--- src/rtl/risc_toy_fetch.sv ---
// Instruction-fetch front end: owns the fetch PC, issues one word request per cycle,
// and buffers {instruction, PC} pairs for decode through a small queue.
module risc_toy_fetch #(
    parameter logic [29:0] RESET_PC = 30'h0000_0000,
    parameter int          DEPTH    = 2
) (
    input  logic        CLK,
    input  logic        RSTN,
    output logic        IREQ,
    output logic [29:0] IADDR,
    input  logic [31:0] INSTR,
    output logic        ID_VALID,
    input  logic        ID_READY,
    output logic [31:0] ID_INSTR,
    output logic [29:0] ID_PC,
    input  logic        BR_TAKEN,
    input  logic [29:0] BR_TARGET
);

    localparam int AW = (DEPTH > 1) ? $clog2(DEPTH) : 1;
    localparam int CW = $clog2(DEPTH + 1);
    localparam logic [CW:0] DEPTH_W = (CW + 1)'(DEPTH);

    logic [31:0]   instr_q [DEPTH];
    logic [29:0]   pc_q    [DEPTH];
    logic [AW-1:0] wr_ptr;
    logic [AW-1:0] rd_ptr;
    logic [CW-1:0] count;
    logic [29:0]   pc;
    logic [29:0]   pcq_tag;
    logic          inflight;
    logic          kill;

    logic [CW:0]   occ;
    logic          has_head;
    logic          deq;
    logic          wr_en;

    // Handshake toward decode: the head transfers in any cycle where ID_VALID and
    // ID_READY are both high; ID_VALID, ID_INSTR and ID_PC stay stable while ID_READY
    // is low. A redirect masks ID_VALID so the stale head never transfers.
    assign has_head = (count != '0);
    assign ID_VALID = has_head & ~BR_TAKEN;
    assign deq      = ID_VALID & ID_READY;
    assign ID_INSTR = has_head ? instr_q[rd_ptr] : 32'h0;
    assign ID_PC    = has_head ? pc_q[rd_ptr]    : 30'h0;

    // Occupancy counts the outstanding response so the queue can never overflow;
    // a dequeue in the same cycle frees the slot the new request will need.
    assign occ   = {1'b0, count} + (CW + 1)'(inflight);
    assign IREQ  = RSTN & ~BR_TAKEN & ((occ < DEPTH_W) | ((occ == DEPTH_W) & deq));
    assign IADDR = pc;

    assign wr_en = inflight & ~kill & ~BR_TAKEN;

    always_ff @(posedge CLK or negedge RSTN) begin
        if (!RSTN) begin
            pc       <= RESET_PC;
            pcq_tag  <= '0;
            inflight <= 1'b0;
            kill     <= 1'b0;
            wr_ptr   <= '0;
            rd_ptr   <= '0;
            count    <= '0;
        end else begin
            inflight <= IREQ;
            kill     <= BR_TAKEN & inflight;
            if (IREQ) begin
                pcq_tag <= pc;
            end
            if (BR_TAKEN) begin
                pc <= BR_TARGET;
            end else if (IREQ) begin
                pc <= pc + 30'd1;
            end
            if (BR_TAKEN) begin
                wr_ptr <= '0;
                rd_ptr <= '0;
                count  <= '0;
            end else begin
                if (wr_en) begin
                    wr_ptr <= wr_ptr + AW'(1);
                end
                if (deq) begin
                    rd_ptr <= rd_ptr + AW'(1);
                end
                if (wr_en && !deq) begin
                    count <= count + CW'(1);
                end else if (!wr_en && deq) begin
                    count <= count - CW'(1);
                end
            end
        end
    end

    // Storage needs no reset: count gates every read of it.
    always_ff @(posedge CLK) begin
        if (wr_en) begin
            instr_q[wr_ptr] <= INSTR;
            pc_q[wr_ptr]    <= pcq_tag;
        end
    end

endmodule

--- config.mk ---
export PLATFORM = sky130hd
export DESIGN_NAME = risc_toy_fetch
export DESIGN_NICKNAME = d
export VERILOG_FILES = /design/src/rtl/risc_toy_fetch.sv
export SDC_FILE = /design/constraint.sdc
export NUM_CORES = 1
export LEC_CHECK = 0
export ABC_AREA = 1
export BUFFER_PORTS_ARGS = -buffer_cell sky130_fd_sc_hd__buf_2
export CORE_MARGIN = 3
export CORE_UTILIZATION = 55
export CTS_CLUSTER_SIZE = 16
export DETAILED_ROUTE_END_ITERATION = 10
export PLACE_DENSITY = 0.8
export SLEW_MARGIN = 20
export SYNTH_ARGS = -nofsm -noshare
export SYNTH_HDL_FRONTEND = slang
export SYNTH_SLANG_ARGS = --single-unit
--- constraint.sdc ---
create_clock -name CLK -period 4.95 [get_ports CLK]
set_input_delay 0.7425 -clock CLK [delete_from_list [all_inputs] [get_ports CLK]]
set_output_delay 0.7425 -clock CLK [all_outputs]
set_load 0.1 [all_outputs]
# --- Word-level counts from Yosys, hierarchy flattened ---
# Memory sizes are Yosys's and may differ from the RTL's.
# Index checks and enable logic that the tools add are counted.
classes:
  n_bitwise: 11
  n_eq_ne: 1
  magnitude_cmp: 1
  n_reduce_logical: 9
  addsub: 6
  muxes: 13
ops:
  columns: ["operator", "count"]
  rows:
  - ["$mux W30", 3]
  - ["$mux W32", 1]
  - ["$add A30 B1 Y30 const B", 1]
  - ["$and A1 B1 Y1", 8]
  - ["$reduce_bool A2 Y1", 4]
  - ["$mux W1", 6]
  - ["$mux W2", 3]
  - ["$add A2 B1 Y3", 1]
  - ["$eq A3 B2 Y1 const B", 1]
  - ["$lt A3 B2 Y1 const B", 1]
  - ["$reduce_bool A3 Y1", 1]
  - ["$add A1 B1 Y1 const B", 2]
  - ["$add A2 B1 Y2 const B", 1]
  - ["$logic_and A1 B1 Y1", 2]
  - ["$logic_not A1 Y1", 2]
  - ["$not A1 Y1", 2]
  - ["$sub A2 B1 Y2 const B", 1]
  - ["$or A1 B1 Y1", 1]
word_totals:
  mem_bits_rw: 124
  elab_cells: 50
  input_bits: 66
  ff_bits: 66
  mem_count: 2
  out_inout_bits: 94
memory_table:
  columns: ["name", "words", "word_bits", "read_ports", "rd_clocked_by_memory_dff", "wr", "line", "rtl"]
  rows:
  - ["instr_q", 2, 32, 1, 0, 1, "24", "logic [31:0] instr_q [DEPTH];"]
  - ["pc_q", 2, 30, 1, 0, 1, "25", "logic [29:0] pc_q [DEPTH];"]

# --- Logic depth before layout (Yosys ltp) ---
depth:
  depth_word: 8
  mapped_depth: 12
  mapped_depth_nobuf: 12

# --- Worst setup path after synthesis ---
# No wires, ideal clock.
synth_path:
  path_kind: "in2reg"
  startpoint: "input port BR_TAKEN"
  endpoint: "memory instr_q[1][0] (enable)"
  path_stages: 4
  path_buffers: 1
  arrival_time_ns: 3.821
  required_time_ns: 4.468
  path_slack_ns: 0.646
  setup_time_ns: 0.482
  cell_sequence: "inv_2 -> buf_1 -> nand2_1 -> nor2_1"
synth_between:
  elab_chain_cells: 4
synth_lines:
  columns: ["item", "line", "rtl"]
  rows:
  - ["from (decl)", "16", "input logic BR_TAKEN,"]
  - ["$not A1 Y1", "54", "assign wr_en = inflight & ~kill & ~BR_TAKEN;"]
  - ["$and A1 B1 Y1", "54", null]
  - ["$mux W1", "98", "if (wr_en) begin"]
  - ["$mux W1 (not written as such)", "99", "instr_q[wr_ptr] <= INSTR;"]
  - ["to (decl)", "24", null]
# Every way passes these cells.

# --- Worst setup path in the final report ---
layout_path:
  startpoint: "input port BR_TAKEN"
  endpoint: "output port IREQ"
layout_between:
  elab_chain_cells: 6
  word_cells_on_any_way: 7
  classes_between: "bitwise (7)"
layout_lines:
  columns: ["item", "line", "rtl"]
  rows:
  - ["$not A1 Y1 (*)", "43, 51", null]
  - ["$and A1 B1 Y1", "43", "assign ID_VALID = has_head & ~BR_TAKEN;"]
  - ["$and A1 B1 Y1", "44", "assign deq = ID_VALID & ID_READY;"]
  - ["$and A1 B1 Y1", "51", "assign IREQ = RSTN & ~BR_TAKEN & ((occ < DEPTH_W) | ((occ == DEPTH_W) & deq));"]
  - ["$or A1 B1 Y1", "51", null]
  - ["$and A1 B1 Y1 (*)", "51", null]
  - ["to (decl)", "9", "output logic IREQ,"]
# Every way passes the cells marked *; elsewhere a longest branch is shown, timed or not.

==> out/qor.csv <==
metric;value;unit
Mapped Avg Cell Area;9.88;um^2
postcts setup bufs;0;
clk root buf;clkbuf_16;
WL met1;8.16;mm
Worst EP arrival;2.82;ns
First DRT Iteration DRCs;542;
Post-DP Area;9150;um^2
CTS clk-pin slew, worst paths;0.07;ns
clock network power share;24.7;%
Post-synth top flop;edfxtp_1;
crit start category;input port;
layout overhead on the synthesized area;18.6;%
YS warnings;0;
Comb pwr share;37.4;%
clock buffer depth;2;
Max Clock Skew;0.00751;ns
CTS tree;yes;
post-synthesis sequential area ratio;65.5;%
async set or reset register ratio after synthesis;34.7;%
Initial Utilization;56.3;%
WHS Path Cells;0;
period utilization;71.9;%
gpl congestion;0.923;
first-pass GRT wire length;29.7;mm
Clock Sinks;190;
initial antenna violation count;0;
PD cells;562;nW/um^2
Netlist cell types;28;
Int Pwr;2.98;mW
LEAKAGE;4.24;nW
wire per inst;15.9;um
Fin. Hold Viols;0;
worst reg2reg path depth;11;
FMAX;281;MHz
reg2reg start;count[0];
crit path cell chain;buf_2, inv_2, nand2_1, a21oi_4, buf_4, buf_2;
Seq pwr share;37.9;%
worst hold path class;reg2reg;
CTS HTree Levels;4;
Worst Path Max Fanout;39;
Final TNS setup;0;ns
1st-pass router iterations;5;
die height;128;um
Max Cap Viol;0;
routed length on met2;8.72;mm
Sw Share;45.6;%
GRT Total Usage;23.3;%
row count;44;
hold buffers post-CTS;0;
syn nets;901;
GR Overflow Total;0;
Die W;128;um
slowest stage cell, crit path;inv_2;
DRC viols;0;
Worst setup EP type;output pin;
Post-synth EDFFs;124;
pin count of the biggest net entering global routing;79;
outcome;finished clean;
metal3 WL;1.46;mm
I/O pins;160;
Final Critical Period;3.56;ns
post_cts resized;0;
Worst Max-Slew Pin Slew;0.920;ns
worst hold path endpoint;pc_q[1][2];
Final Instance Area;9740;um^2
worst-skew pair later-pin latency;0.44;ns
final net count;1052;
RR Endpoint;IADDR[28];
fill count;1138;
unrepaired setup endpoints after global routing;false;
Critical Path Source;BR_TAKEN;
PortBufs;159;
Hold Startpoint;pcq_tag[2];
Critical Setup Path Class;in2out;
post-synthesis cell area;8210;um^2
Synth Register Bits;190;
cell mode on critical path;buf_2;
Antenna diodes;0;
Crit path required time;4.21;ns
core area;14600;um^2
top routing layer in use;met4;
Psw;2.50;mW
DP Wirelength;12.3;mm
worst vdd ir;0.332;mV
R2R setup slack;2.64;ns
vias in the first global route;5862;
Die Area;16400;um^2
WL final;18.7;mm
Slew headroom;38.6;%
via count;6322;
Final Slew Violations;0;
drt via density;5.36;
ratio of cells with drive above 1 in the final layout;21.5;%
final setup violation count;0;
synthesized instance count;831;
Final ANT Viol Nets;0;
total CTS buffers;17;
critical path's largest stage delay;0.51;ns
-- state kept, by name, indices dropped and copies added (netlist names) --
register	flops
instr_q	64
pc_q	60
IADDR	30
pcq_tag	30
count	2
inflight	1
kill	1
rd_ptr	1
wr_ptr	1
-- logic make-up (layout without fill, tap and decap cells) --
group	Yosys count	after routing	share of synthesized area [%]
mux	1	1	0.137
xor+xnor	5	5	0.534
buf+inv	87	251	4.54
flops	190	190	65.5
simple gates	426	426	21.2
fa+ha+maj	4	4	0.610
compound gates	118	118	7.48
-- cells in the mapped netlist, types with 3 or more instances --
cell type / n / share of area [%]
nand2_1: 297 / 14
edfxtp_1: 124 / 45
nand3_1: 81 / 4.9
dfrtp_1: 66 / 20
a21oi_1: 62 / 3.8
inv_1: 48 / 2.2
nor2_1: 39 / 1.8
o21ai_0: 25 / 1.5
o21ai_1: 25 / 1.5
clkbuf_1: 22 / 1.0
buf_6: 5 / 0.69
a21boi_0: 4 / 0.37
buf_1: 4 / 0.18
buf_2: 4 / 0.24
ha_1: 4 / 0.61
inv_2: 3 / 0.14
xor2_1: 3 / 0.32
-- metrics by stage --
stage / worst slack [ns] / total power [mW] / hold slack (ns) / cells / utilization (%)
global route: 1.29 / 5.70 / 0.479 / 1179 / 66.8
detailed placement: 1.42 / 4.16 / 0.453 / 1147 / 62.7
CTS: 1.41 / 5.50 / 0.470 / 1179 / 66.7
floorplan: 0.646 / 3.78 / 0.442 / 831 / -
global placement: 1.48 / 4.12 / 0.449 / 1146 / 62.6
finish: 1.39 / 5.48 / 0.468 / 1179 / 66.8
-- power by group through the flow --
stage | Sequential [mW] | Combinational [mW] | Clock, mW
3_3_place_gp | 2.09 | 2.03 | 0
6_report | 2.08 | 2.05 | 1.35
3_5_place_dp | 2.10 | 2.05 | 0
5_1_grt | 2.10 | 2.16 | 1.44
2_1_floorplan | 2.37 | 1.41 | 0
4_1_cts | 2.07 | 2.06 | 1.37
-- metal layers --
metal  track usage, %  vias up
met5                0        -
met4             8.36        0
met3             4.46       23
met2             36.8      267
met1             32.6     2946
li1                 -     3086
-- worst max-delay path, delay by kind of cell --
kind | cells | cell delay, ns
AO/OA/AOI/OAI | 1 | 0.16
AND/OR/NAND/NOR | 1 | 0.23
buffers and inverters | 4 | 1.64
-- worst max path at each step --
stage,to
after detailed placement,IREQ
after global routing,IREQ
after global placement,IREQ
after floorplan,instr_q[1][0]
after CTS,IREQ
final,IREQ
-- area by class of cell --
class	count	area, um^2	share of cell area, %
clock buffer	18	429	4.41
clock inverter	14	159	1.63
inverter	51	193	1.98
multi-input combinational	554	2480	25.4
sequential	190	5380	55.2
tap	184	230	2.36
timing repair buffer	168	876	8.99
-- layout by cell type, fill, tap and decap left out --
| cell type | count |
|---|---|
| a21boi_0 | 4 |
| a21oi_1 | 62 |
| a21oi_4 | 1 |
| and2_1 | 2 |
| buf_12 | 1 |
| buf_2 | 159 |
| buf_4 | 8 |
| bufinv_16 | 2 |
| clkbuf_1 | 1 |
| clkbuf_16 | 17 |
| clkinv_2 | 1 |
| clkinv_4 | 1 |
| clkinvlp_4 | 7 |
| dfrtp_1 | 65 |
| dfrtp_2 | 1 |
| edfxtp_1 | 124 |
| ha_1 | 4 |
| inv_1 | 48 |
| inv_2 | 2 |
| inv_6 | 3 |
| inv_8 | 1 |
| mux2_2 | 1 |
| nand2_1 | 297 |
| nand2_2 | 1 |
| nand2_4 | 1 |
| nand3_1 | 81 |
| nand3_2 | 1 |
| nor2_1 | 37 |
| nor2_2 | 2 |
| nor2_4 | 4 |
| o21a_1 | 1 |
| o21ai_0 | 25 |
| o21ai_1 | 25 |
| xnor2_1 | 2 |
| xor2_1 | 3 |
(Power assumes the default switching activity.)
